**config.mk**
```make
export PLATFORM = sky130hd
export DESIGN_NAME = vga_letter_sprite_fetch
export DESIGN_NICKNAME = d
export VERILOG_FILES = /design/src/rtl/vga_letter_pkg.sv /design/src/rtl/letter_font_rom.sv /design/src/rtl/vga_letter_sprite_fetch.sv
export SDC_FILE = /design/constraint.sdc
export NUM_CORES = 1
export LEC_CHECK = 0
export BUFFER_PORTS_ARGS = -buffer_cell sky130_fd_sc_hd__clkbuf_2
export CAP_MARGIN = 10
export CORE_MARGIN = 2
export CORE_UTILIZATION = 50
export CTS_BUF_LIST = sky130_fd_sc_hd__clkbuf_16
export DETAILED_ROUTE_END_ITERATION = 7
export GPL_ROUTABILITY_DRIVEN = 0
export HOLD_SLACK_MARGIN = 0.12
export PLACE_DENSITY_LB_ADDON = 0.05
export SYNTH_ARGS = -nofsm -noshare
export SYNTH_HDL_FRONTEND = slang
export SYNTH_SLANG_ARGS = --single-unit
```
**constraint.sdc**
```tcl
create_clock -name clk -period 6 [get_ports clk]
set_input_delay 0.9 -clock clk [delete_from_list [all_inputs] [get_ports clk]]
set_output_delay 0.9 -clock clk [all_outputs]
set_load 0.005 [all_outputs]
```
**src/rtl/vga_letter_pkg.sv**
```systemverilog
// vga_letter_pkg: shared constants, sprite command record and command-slot states.
package vga_letter_pkg;
  localparam int GLYPH_LOG2 = 3;
  localparam int SCALE_LOG2 = 2;
  localparam int CODE_W = 6;
  localparam int ROM_AW = CODE_W + GLYPH_LOG2;
  localparam int SPRITE_SIZE = 1 << (GLYPH_LOG2 + SCALE_LOG2);
  localparam logic [2:0] COLOR_BG = 3'b000;
  localparam logic [2:0] COLOR_FG = 3'b111;
  typedef struct packed {
    logic [CODE_W-1:0] code;
    logic [9:0] posx;
    logic [9:0] posy;
  } letter_cmd_t;
  typedef enum logic {EMPTY, PENDING} cmd_state_t;
endpackage

```
**src/rtl/letter_font_rom.sv**
```systemverilog
// letter_font_rom: 512x8 glyph ROM, address {code,row}, one-cycle registered read, MSB = leftmost cell.
module letter_font_rom
  import vga_letter_pkg::*;
(
  input  logic clk,
  input  logic [ROM_AW-1:0] addr,
  output logic [7:0] data
);
  always_ff @(posedge clk)
    case (addr)
      {6'd1, 3'd0}: data <= 8'h18;
      {6'd1, 3'd1}: data <= 8'h3C;
      {6'd1, 3'd2}: data <= 8'h66;
      {6'd1, 3'd3}: data <= 8'h66;
      {6'd1, 3'd4}: data <= 8'h7E;
      {6'd1, 3'd5}: data <= 8'h66;
      {6'd1, 3'd6}: data <= 8'h66;
      {6'd2, 3'd0}: data <= 8'h7C;
      {6'd2, 3'd1}: data <= 8'h66;
      {6'd2, 3'd2}: data <= 8'h66;
      {6'd2, 3'd3}: data <= 8'h7C;
      {6'd2, 3'd4}: data <= 8'h66;
      {6'd2, 3'd5}: data <= 8'h66;
      {6'd2, 3'd6}: data <= 8'h7C;
      {6'd3, 3'd0}: data <= 8'h3C;
      {6'd3, 3'd1}: data <= 8'h66;
      {6'd3, 3'd2}: data <= 8'h60;
      {6'd3, 3'd3}: data <= 8'h60;
      {6'd3, 3'd4}: data <= 8'h60;
      {6'd3, 3'd5}: data <= 8'h66;
      {6'd3, 3'd6}: data <= 8'h3C;
      {6'd4, 3'd0}: data <= 8'h78;
      {6'd4, 3'd1}: data <= 8'h6C;
      {6'd4, 3'd2}: data <= 8'h66;
      {6'd4, 3'd3}: data <= 8'h66;
      {6'd4, 3'd4}: data <= 8'h66;
      {6'd4, 3'd5}: data <= 8'h6C;
      {6'd4, 3'd6}: data <= 8'h78;
      {6'd5, 3'd0}: data <= 8'h7E;
      {6'd5, 3'd1}: data <= 8'h60;
      {6'd5, 3'd2}: data <= 8'h60;
      {6'd5, 3'd3}: data <= 8'h78;
      {6'd5, 3'd4}: data <= 8'h60;
      {6'd5, 3'd5}: data <= 8'h60;
      {6'd5, 3'd6}: data <= 8'h7E;
      {6'd6, 3'd0}: data <= 8'h7E;
      {6'd6, 3'd1}: data <= 8'h60;
      {6'd6, 3'd2}: data <= 8'h60;
      {6'd6, 3'd3}: data <= 8'h78;
      {6'd6, 3'd4}: data <= 8'h60;
      {6'd6, 3'd5}: data <= 8'h60;
      {6'd6, 3'd6}: data <= 8'h60;
      {6'd7, 3'd0}: data <= 8'h3C;
      {6'd7, 3'd1}: data <= 8'h66;
      {6'd7, 3'd2}: data <= 8'h60;
      {6'd7, 3'd3}: data <= 8'h6E;
      {6'd7, 3'd4}: data <= 8'h66;
      {6'd7, 3'd5}: data <= 8'h66;
      {6'd7, 3'd6}: data <= 8'h3C;
      {6'd8, 3'd0}: data <= 8'h66;
      {6'd8, 3'd1}: data <= 8'h66;
      {6'd8, 3'd2}: data <= 8'h66;
      {6'd8, 3'd3}: data <= 8'h7E;
      {6'd8, 3'd4}: data <= 8'h66;
      {6'd8, 3'd5}: data <= 8'h66;
      {6'd8, 3'd6}: data <= 8'h66;
      {6'd9, 3'd0}: data <= 8'h3C;
      {6'd9, 3'd1}: data <= 8'h18;
      {6'd9, 3'd2}: data <= 8'h18;
      {6'd9, 3'd3}: data <= 8'h18;
      {6'd9, 3'd4}: data <= 8'h18;
      {6'd9, 3'd5}: data <= 8'h18;
      {6'd9, 3'd6}: data <= 8'h3C;
      {6'd10, 3'd0}: data <= 8'h1E;
      {6'd10, 3'd1}: data <= 8'h0C;
      {6'd10, 3'd2}: data <= 8'h0C;
      {6'd10, 3'd3}: data <= 8'h0C;
      {6'd10, 3'd4}: data <= 8'h6C;
      {6'd10, 3'd5}: data <= 8'h6C;
      {6'd10, 3'd6}: data <= 8'h38;
      {6'd11, 3'd0}: data <= 8'h66;
      {6'd11, 3'd1}: data <= 8'h6C;
      {6'd11, 3'd2}: data <= 8'h78;
      {6'd11, 3'd3}: data <= 8'h70;
      {6'd11, 3'd4}: data <= 8'h78;
      {6'd11, 3'd5}: data <= 8'h6C;
      {6'd11, 3'd6}: data <= 8'h66;
      {6'd12, 3'd0}: data <= 8'h60;
      {6'd12, 3'd1}: data <= 8'h60;
      {6'd12, 3'd2}: data <= 8'h60;
      {6'd12, 3'd3}: data <= 8'h60;
      {6'd12, 3'd4}: data <= 8'h60;
      {6'd12, 3'd5}: data <= 8'h60;
      {6'd12, 3'd6}: data <= 8'h7E;
      {6'd13, 3'd0}: data <= 8'h63;
      {6'd13, 3'd1}: data <= 8'h77;
      {6'd13, 3'd2}: data <= 8'h7F;
      {6'd13, 3'd3}: data <= 8'h6B;
      {6'd13, 3'd4}: data <= 8'h63;
      {6'd13, 3'd5}: data <= 8'h63;
      {6'd13, 3'd6}: data <= 8'h63;
      {6'd14, 3'd0}: data <= 8'h66;
      {6'd14, 3'd1}: data <= 8'h76;
      {6'd14, 3'd2}: data <= 8'h7E;
      {6'd14, 3'd3}: data <= 8'h7E;
      {6'd14, 3'd4}: data <= 8'h6E;
      {6'd14, 3'd5}: data <= 8'h66;
      {6'd14, 3'd6}: data <= 8'h66;
      {6'd15, 3'd0}: data <= 8'h3C;
      {6'd15, 3'd1}: data <= 8'h66;
      {6'd15, 3'd2}: data <= 8'h66;
      {6'd15, 3'd3}: data <= 8'h66;
      {6'd15, 3'd4}: data <= 8'h66;
      {6'd15, 3'd5}: data <= 8'h66;
      {6'd15, 3'd6}: data <= 8'h3C;
      {6'd16, 3'd0}: data <= 8'h7C;
      {6'd16, 3'd1}: data <= 8'h66;
      {6'd16, 3'd2}: data <= 8'h66;
      {6'd16, 3'd3}: data <= 8'h7C;
      {6'd16, 3'd4}: data <= 8'h60;
      {6'd16, 3'd5}: data <= 8'h60;
      {6'd16, 3'd6}: data <= 8'h60;
      default: data <= 8'h00;
    endcase
endmodule

```
**src/rtl/vga_letter_sprite_fetch.sv**
```systemverilog
// vga_letter_sprite_fetch: one-letter sprite with frame-synchronous updates and a 2-cycle font fetch pipeline.
// Define VGA_LETTER_BLINK_EN to blank the glyph on alternate 32-frame periods.
module vga_letter_sprite_fetch
  import vga_letter_pkg::*;
(
  input  logic clk,
  input  logic rst_n,
  input  logic cmd_valid,
  output logic cmd_ready,
  input  logic [CODE_W-1:0] cmd_code,
  input  logic [9:0] cmd_posx,
  input  logic [9:0] cmd_posy,
  input  logic frame_start,
  input  logic [9:0] counterX,
  input  logic [9:0] counterY,
  input  logic video_on,
  output logic [2:0] color,
  output logic [9:0] posx,
  output logic [9:0] posy,
  output logic [9:0] counterX_o,
  output logic [9:0] counterY_o,
  output logic sprite_hit
);
  cmd_state_t state;
  letter_cmd_t shadow, active;
  logic [10:0] dx, dy;
  logic hit, hit_q, blank;
  logic [GLYPH_LOG2-1:0] col_q;
  logic [7:0] row;
  logic [9:0] posx_q, posy_q, cx_q, cy_q;
  assign cmd_ready = (state == EMPTY) && rst_n;
  // Shadow slot: only frame_start moves it into the displayed registers.
  always_ff @(posedge clk)
    if (!rst_n) begin
      state <= EMPTY;
      shadow <= '0;
      active <= '0;
    end else if (state == EMPTY) begin
      if (cmd_valid) begin
        shadow <= '{code: cmd_code, posx: cmd_posx, posy: cmd_posy};
        state <= PENDING;
      end
    end else if (frame_start) begin
      active <= shadow;
      state <= EMPTY;
    end
  assign dx = {1'b0, counterX} - {1'b0, active.posx};
  assign dy = {1'b0, counterY} - {1'b0, active.posy};
  assign hit = video_on && counterX >= active.posx && counterY >= active.posy &&
               dx < 11'(SPRITE_SIZE) && dy < 11'(SPRITE_SIZE);
  letter_font_rom u_rom (
    .clk(clk),
    .addr({active.code, dy[SCALE_LOG2 +: GLYPH_LOG2]}),
    .data(row)
  );
`ifdef VGA_LETTER_BLINK_EN
  logic [5:0] frame_cnt;
  always_ff @(posedge clk)
    if (!rst_n) frame_cnt <= '0;
    else if (frame_start) frame_cnt <= frame_cnt + 6'd1;
  assign blank = frame_cnt[5];
`else
  assign blank = 1'b0;
`endif
  always_ff @(posedge clk)
    if (!rst_n) begin
      hit_q <= 1'b0;
      col_q <= '0;
      posx_q <= '0;
      posy_q <= '0;
      cx_q <= '0;
      cy_q <= '0;
      color <= COLOR_BG;
      sprite_hit <= 1'b0;
      posx <= '0;
      posy <= '0;
      counterX_o <= '0;
      counterY_o <= '0;
    end else begin
      hit_q <= hit;
      col_q <= dx[SCALE_LOG2 +: GLYPH_LOG2];
      posx_q <= active.posx;
      posy_q <= active.posy;
      cx_q <= counterX;
      cy_q <= counterY;
      color <= (hit_q && row[3'd7 - col_q] && !blank) ? COLOR_FG : COLOR_BG;
      sprite_hit <= hit_q;
      posx <= posx_q;
      posy <= posy_q;
      counterX_o <= cx_q;
      counterY_o <= cy_q;
    end
endmodule

```
==> flow_summary.json, run 1 <==
{
  "hold_viol_final": 0,
  "dieArea_um2": 13300,
  "p_per_area_nw_per_um2": 312,
  "path_cells": "clkbuf_2 > ha_1 > or2_4 > o31ai_2 > xnor2_2 > inv_2 > ha_1 > nor2b_1 > a32oi_4 > a311oi_1 > o41ai_2 > o311ai_1",
  "yosysTopAreaCellShare": 0.472,
  "grt_max_degree": 86,
  "fin_area_um2": 7300,
  "crit_buf_inv": 2,
  "drv_slew": 0,
  "max_stage_delay_ps": 480,
  "relSlewSlack": 0.365,
  "synth_nets": 761,
  "nets": 837,
  "postCtsHoldBufs": 0,
  "gr-total-overflow": 0,
  "netlist_instances": 686,
  "postCtsSetupRepairBufs": 0,
  "critPathLaunchType": "input port",
  "clk_pin_slew_worst_paths_ps": 60,
  "seqCellArea_um2": 2920,
  "synth.area.top_cells": "dfxtp_1, and2_1, nand2_1",
  "p_leak_nw": 3.01,
  "place_hpwl_um": 9730,
  "num_vias": 4865,
  "nFillCells": 1098,
  "maxCapViolations": 0,
  "cts_resized": 0,
  "power_mw": 2.27,
  "dpl_cell_area_um2": 6730,
  "setup_viol": 0,
  "yosys.area.top_type": "dfxtp_1",
  "num_rows": 40,
  "syn_to_final_growth_pct": 17.9,
  "htreeDepth": 4,
  "hold_path_class": "reg -> reg",
  "grt_usage": 0.210,
  "yosysUniqueCellTypes": 74,
  "antenna_found_initial": 0,
  "via_per_inst": 5.16,
  "synth-seq-cells": 146,
  "dr.pass1.iters": 8,
  "io_pins": 96,
  "die_w_um": 115,
  "core_um2": 12100,
  "status": "completed",
  "cp_slowest_cell": "xnor2_2",
  "grt_pass1_vias": 4537,
  "root_buffer": "clkbuf_16",
  "crit_type": "in -> reg",
  "crit_required_ps": 6280,
  "clock.fmax_ghz": 0.292,
  "cpMostUsedCell": "ha_1",
  "ys.flop_type": "dfxtp_1",
  "worstPathMaxFanout": 12,
  "cts_tree": "done",
  "antenna_cells": 0,
  "yosys_warnings": 0,
  "grt_setup_unrepaired": "false",
  "dp_cells": 911,
  "initial_utilization": 0.513,
  "setup_tns_ps": 0,
  "synth_seq_area_share": 0.472,
  "avgRoutedWirePerCell_um": 14.3,
  "clk_latency_ps": 420,
  "synth.avg_cell_area_um2": 9.02,
  "drt_iter0_drc": 291,
  "tightestPinTransition_ps": 953,
  "ir_worst_vdd_mv": 0.197,
  "cts_made_buffers": 17,
  "mappedNetlistArea_um2": 6190,
  "fin_crit_ps": 3420,
  "synth_edf_count": 0,
  "cpLargestDelayFamily": "compound AO/OA/AOI/OAI gates",
  "io_buffers": 95,
  "clockBufferDepth": 2,
  "wl_um": 13500,
  "fin_skew_ps": 9.99,
  "grt_pass1_wl_um": 21800,
  "finalCritPeriodShare": 0.570,
  "cp-end-kind": "flop",
  "cp.arrival_ps": 3700,
  "final_cells": 942,
  "postRouteAntennaNets": 0,
  "multi_input_area_um2": 2970,
  "die-height_um": 115,
  "synth-async-reset-ratio": 0,
  "layout-drive-gt1-share": 0.187,
  "drc": 0,
  "cts.sinks": 146
}
-- cells in the final DEF (no fill, tap or decap), types with 4 or more instances in the layout --
cell,synthesis,routed
and2_1,86,86
mux2i_1,4,4
a31oi_1,7,7
o2111ai_1,5,5
o211ai_1,6,6
a21oi_1,15,15
clkinv_1,1,5
inv_1,31,33
nor2_1,26,26
nor2b_1,5,5
clkbuf_16,0,17
a22oi_1,4,4
xnor2_1,4,4
nand3_1,7,7
clkbuf_2,1,94
ha_1,24,24
o21ai_0,19,19
nor3_1,6,6
nand2_1,129,129
dfxtp_1,146,146
a211oi_1,5,5
a21boi_0,53,53
-- sequential cells by signal, indices dropped and copies added (netlist names), 3 cells and up --
name,cells
active,26
col_q,3
counterX_o,10
counterY_o,10
cx_q,10
cy_q,10
posx,10
posx_q,10
posy,10
posy_q,10
shadow,26
u_rom.data,7
-- cells by family (layout without fill, tap and decap cells) --
| logic type | count (synthesis) | count (layout) | synth area share |
|---|---|---|---|
| fa+ha+maj | 24 | 24 | 0.0485 |
| simple gates | 280 | 280 | 0.222 |
| flops | 146 | 146 | 0.472 |
| compound gates | 148 | 148 | 0.183 |
| buf+inv | 74 | 162 | 0.0477 |
| mux | 7 | 7 | 0.0156 |
| xor+xnor | 7 | 7 | 0.0111 |
-- area by class of cell --
| type | instances | area share |
|---|---|---|
| clock buffer | 17 | 0.0583 |
| clock inverter | 14 | 0.0202 |
| inverter | 33 | 0.0170 |
| multi-input combinational | 466 | 0.407 |
| sequential | 146 | 0.400 |
| tap | 168 | 0.0288 |
| timing repair buffer | 98 | 0.0682 |
-- final timing paths --
path / startpoint / end / slack (ps) / depth (start not counted)
max: counterY[2] / u_rom.data[1] / 2580 / 12
min: posx_q[5] / posx[5] / 430 / 1
max reg2reg: active[1] / u_rom.data[1] / 2670 / 12
min reg2reg: posx_q[5] / posx[5] / 430 / 1
-- per-stage QoR --
step	utilization	setup WS (ps)	hold WS, ps
final	0.605	2580	429
after global routing	0.605	2430	439
after CTS	0.605	2640	431
after detailed placement	0.558	2230	418
after global placement	0.558	2310	414
after floorplan	-	2650	412
-- power by group --
part	internal, mW	switching, mW
combinational	0.0949	0.139
clock	0.642	0.381
sequential	1.00	0.0146
total	1.74	0.535
-- routing by layer --
| layer | global-route usage | up-vias | routed length, um |
|---|---|---|---|
| li1 | - | 2455 | - |
| met1 | 0.287 | 2167 | 6380 |
| met2 | 0.312 | 207 | 5730 |
| met3 | 0.0527 | 36 | 986 |
| met4 | 0.102 | 0 | 408 |
| met5 | 0 | - | 0 |
-- synthesized netlist by cell type (3+ instances only) --
cell type,instances
nand2_1,129
dfxtp_1,146
o2111ai_1,5
xnor2_1,4
inv_1,31
a21boi_0,53
nor2b_1,5
clkbuf_1,36
and2_2,3
o211ai_1,6
a31oi_1,7
a311oi_1,3
o21ai_0,19
ha_1,24
a211oi_1,5
mux2i_1,4
and2_1,86
a21oi_1,15
a22oi_1,4
nand2b_1,3
nand3_1,7
nor3_1,6
nor2_1,26
No activity file was read; power rests on OpenSTA's default activity.
==> inputs of run 2 (changes only) <==
- clock period: 6 -> 3.3 ns (I/O delays scaled with it)
==> flow_summary.json, run 2 (same netlist as run 1, synthesis figures left out) <==
{
  "crit_required_ps": 3580,
  "crit_type": "reg -> reg",
  "layout_common_cells": "dfxtp_1, nand2_1, clkbuf_2",
  "cp_slowest_cell": "o41ai_2",
  "grt_usage": 0.215,
  "cts_tree": "done",
  "nets": 843,
  "clk_pin_slew_worst_paths_ps": 60,
  "antenna_cells": 0,
  "root_buffer": "clkbuf_16",
  "worstPathMaxFanout": 7,
  "postCtsHoldBufs": 0,
  "core_um2": 12100,
  "setup_viol": 0,
  "dpl_cell_area_um2": 6770,
  "grt_util_met3": 0.0643,
  "grt_setup_unrepaired": "false",
  "io_buffers": 95,
  "path_cells": "inv_1 > ha_1 > or2_4 > o31ai_2 > xnor2_2 > inv_2 > ha_1 > nor2b_1 > a32oi_4 > a311oi_1 > o41ai_2 > o311ai_1",
  "drt_iter0_drc": 356,
  "grt_pass1_vias": 4565,
  "max_stage_delay_ps": 380,
  "use_met1": 0.294,
  "grt_max_degree": 59,
  "maxCapViolations": 0,
  "dp_cells": 917,
  "clock.fmax_ghz": 0.327,
  "met2_usage": 0.312,
  "ff2ff_setup_slack_ps": 240,
  "p_leak_nw": 3.05,
  "layout-drive-gt1-share": 0.198,
  "fin_area_um2": 7360,
  "p_clk_frac": 0.456,
  "finalCritPeriodShare": 0.928,
  "cts_made_buffers": 17,
  "p_per_area_nw_per_um2": 570,
  "drc": 0,
  "cts_resized": 0,
  "grt_pass1_wl_um": 22100,
  "num_vias": 4914,
  "busiest_layer": "met2",
  "dr.pass1.iters": 5,
  "antenna_found_initial": 0,
  "via_per_inst": 5.18,
  "fin_skew_ps": 6.58,
  "clk_latency_ps": 420,
  "final_cells": 949,
  "drv_slew": 0,
  "net-switching-power_mw": 1.01,
  "gr-total-overflow": 0,
  "fin_util": 0.610,
  "cp.arrival_ps": 3340,
  "place_hpwl_um": 9830,
  "ir_worst_vdd_mv": 0.339,
  "reg_top3": "active (26), shadow (26)",
  "fin_crit_ps": 3060,
  "die-height_um": 115,
  "critPathLaunchType": "flop",
  "postRouteAntennaNets": 0,
  "swShare": 0.241,
  "setup_tns_ps": 0,
  "dieArea_um2": 13300,
  "num_rows": 40,
  "internal_power_mw": 3.18,
  "clockBufferDepth": 2,
  "status": "completed",
  "die_w_um": 115,
  "cp-end-kind": "flop",
  "pwr-share-comb": 0.104,
  "avgRoutedWirePerCell_um": 14.4,
  "relSlewSlack": 0.366,
  "cpMostUsedCell": "ha_1",
  "hold_path_class": "in -> reg",
  "holdWs_ps": 305,
  "postCtsSetupRepairBufs": 0,
  "cts.sinks": 146,
  "tightestPinTransition_ps": 951,
  "wl_um": 13700,
  "layout_commonest_cell": "dfxtp_1",
  "hold_viol_final": 0,
  "io_pins": 96,
  "htreeDepth": 4,
  "syn_to_final_growth_pct": 18.9,
  "seqPwrFrac": 0.440,
  "initial_utilization": 0.513
}
==> run 2: cell count changes in the layout (fill, tap and decap cells not counted) <==
| cell | before | now |
|---|---|---|
| clkinv_1 | 5 | 3 |
| inv_8 | 0 | 1 |
| clkinv_2 | 2 | 4 |
| clkinv_4 | 1 | 0 |
| inv_1 | 33 | 32 |
| inv_6 | 1 | 2 |
| clkinvlp_4 | 1 | 2 |
| buf_4 | 3 | 9 |
==> run 2: worst paths after layout <==
path	from	end	cells after the start
worst min register to register	posy_q[0]	posy[0]	1
worst min-delay path	counterX[0]	cx_q[0]	2
worst max-delay path	active[2]	u_rom.data[1]	12
worst max register to register	active[2]	u_rom.data[1]	12
==> run 2: final cells by class <==
class                      count  area, um^2
fill                        1087        4700
multi-input combinational    466        2970
sequential                   146        2920
timing repair buffer         104         543
clock buffer                  17         425
tap                          168         210
clock inverter                15         165
inverter                      33         124
==> run 2: power by group through the flow <==
stage	Combinational, mW	Sequential, mW	Clock [mW]
floorplan	0.303	1.88	0
global placement	0.419	1.88	0
detailed placement	0.428	1.89	0
CTS	0.431	1.85	1.96
global route	0.484	1.85	2.04
finish	0.435	1.85	1.91
==> run 2: through the flow <==
step                power [mW]  setup WS, ps
floorplan                 2.18           359
global placement          2.30           295
detailed placement        2.31           151
CTS                       4.24           291
global route              4.38          46.3
finish                    4.20           239
==> run 2: metal layers <==
layer,share of wire,up-vias
met2,0.42,214
met4,0.024,0
li1,-,2471
met1,0.48,2199
met3,0.072,30
met5,0,-
==> run 2: critical path: cells and delay by family, from the launching register on <==
kind	cells	cell delay, ps
AND/OR/NAND/NOR	2	350
adder cells (fa/ha/maj)	2	680
AO/OA/AOI/OAI	5	950
XOR/XNOR	1	330
flip-flops	1	360
buffers and inverters	2	240
==> inputs of run 3 (changes only) <==
- REMOVE_ABC_BUFFERS: default -> 1
==> flow_summary.json, run 3 (same netlist as run 1, synthesis figures left out) <==
{
  "grt_setup_unrepaired": "false",
  "cts_tree": "done",
  "layout-drive-gt1-share": 0.197,
  "setup_viol": 0,
  "dp_slack_ps": 264,
  "io_pins": 96,
  "root_buffer": "clkbuf_16",
  "multi_input_area_um2": 2970,
  "hold_viol_final": 0,
  "nets": 845,
  "max_stage_delay_ps": 370,
  "num_rows": 40,
  "clockBufferDepth": 2,
  "worstPathMaxFanout": 7,
  "p_leak_nw": 3.06,
  "gr-total-overflow": 0,
  "place_hpwl_um": 9020,
  "cts_resized": 0,
  "cp.arrival_ps": 3190,
  "wl_um": 13000,
  "setup_tns_ps": 0,
  "crit_type": "reg -> reg",
  "fin_crit_ps": 2920,
  "met2_usage": 0.324,
  "dr.pass1.iters": 8,
  "crit_required_ps": 3580,
  "antenna_found_initial": 0,
  "initial_utilization": 0.513,
  "ir_worst_vdd_mv": 0.369,
  "fin_skew_ps": 6.36,
  "io_buffers": 95,
  "crit_buf_inv": 2,
  "htreeDepth": 4,
  "cp-end-kind": "flop",
  "die-height_um": 115,
  "drt_iter0_drc": 559,
  "finalCritPeriodShare": 0.884,
  "dieArea_um2": 13300,
  "critPathLaunchType": "flop",
  "grt_pass1_wl_um": 21600,
  "layout_commonest_cell": "dfxtp_1",
  "syn_to_final_growth_pct": 19.3,
  "tightestPinTransition_ps": 1060,
  "clk_pin_slew_worst_paths_ps": 60,
  "clock.fmax_ghz": 0.343,
  "drc": 0,
  "cts.sinks": 146,
  "grt_pass1_vias": 4578,
  "num_vias": 4861,
  "grt_util_met3": 0.0453,
  "path_cells": "inv_1 > ha_1 > nor2b_4 > nor2_1 > xnor2_1 > inv_1 > ha_1 > o2111ai_1 > o22a_2 > a311oi_1 > o41ai_2 > o311ai_1",
  "grt_usage": 0.205,
  "avgRoutedWirePerCell_um": 13.7,
  "layout_common_cells": "dfxtp_1, nand2_1, clkbuf_2",
  "ff2ff_setup_slack_ps": 380,
  "postCtsSetupRepairBufs": 0,
  "grt_max_degree": 78,
  "clk_latency_ps": 410,
  "hold_path_class": "in -> reg",
  "fin_ws_ps": 384,
  "cp_slowest_cell": "o41ai_2",
  "status": "completed",
  "cts_made_buffers": 17,
  "core_um2": 12100,
  "drv_slew": 0,
  "cpLargestDelayFamily": "compound AO/OA/AOI/OAI gates",
  "antenna_cells": 0,
  "use_met1": 0.266,
  "p_per_area_nw_per_um2": 571,
  "busiest_layer": "met2",
  "postRouteAntennaNets": 0,
  "via_per_inst": 5.12,
  "reg_top3": "active (26), shadow (26)",
  "nFillCells": 1099,
  "postCtsHoldBufs": 0,
  "relSlewSlack": 0.294,
  "maxCapViolations": 0,
  "die_w_um": 115,
  "seqCellArea_um2": 2920
}
run 3: cell type report:
cell class / instances / area share
clock buffers: 17 / 0.0576
well taps: 168 / 0.0285
multi-input cells: 466 / 0.403
flip-flops and latches: 146 / 0.396
inverters: 33 / 0.0168
clock inverters: 13 / 0.0229
repair buffers: 106 / 0.0759
run 3: worst paths after layout:
check,from,end,depth (start not counted)
worst min-delay path,counterX[0],cx_q[0],2
worst min register to register,cy_q[6],counterY_o[6],1
worst max-delay path,active[1],u_rom.data[1],12
worst max register to register,active[1],u_rom.data[1],12
run 3: through the flow:
step	cells	hold slack, ps	power [mW]	utilization	instance area [um^2]
floorplan	645	412	2.16	-	6020
global placement	919	413	2.31	0.563	6790
detailed placement	919	417	2.32	0.563	6790
CTS	949	286	4.26	0.612	7390
global route	949	293	4.39	0.612	7390
finish	949	304	4.22	0.612	7390
run 3: routing by layer:
layer,share of wire,routed length (um)
met5,0,0
met4,0.029,379
met3,0.054,703
met2,0.46,6020
met1,0.45,5860
run 3: power breakdown:
part,leakage (nW),switching (mW),internal (mW),total [mW]
sequential,1.19,0.0240,1.82,1.85
clock,0.290,0.685,1.24,1.93
combinational,1.57,0.258,0.183,0.441
total,3.06,0.967,3.25,4.22
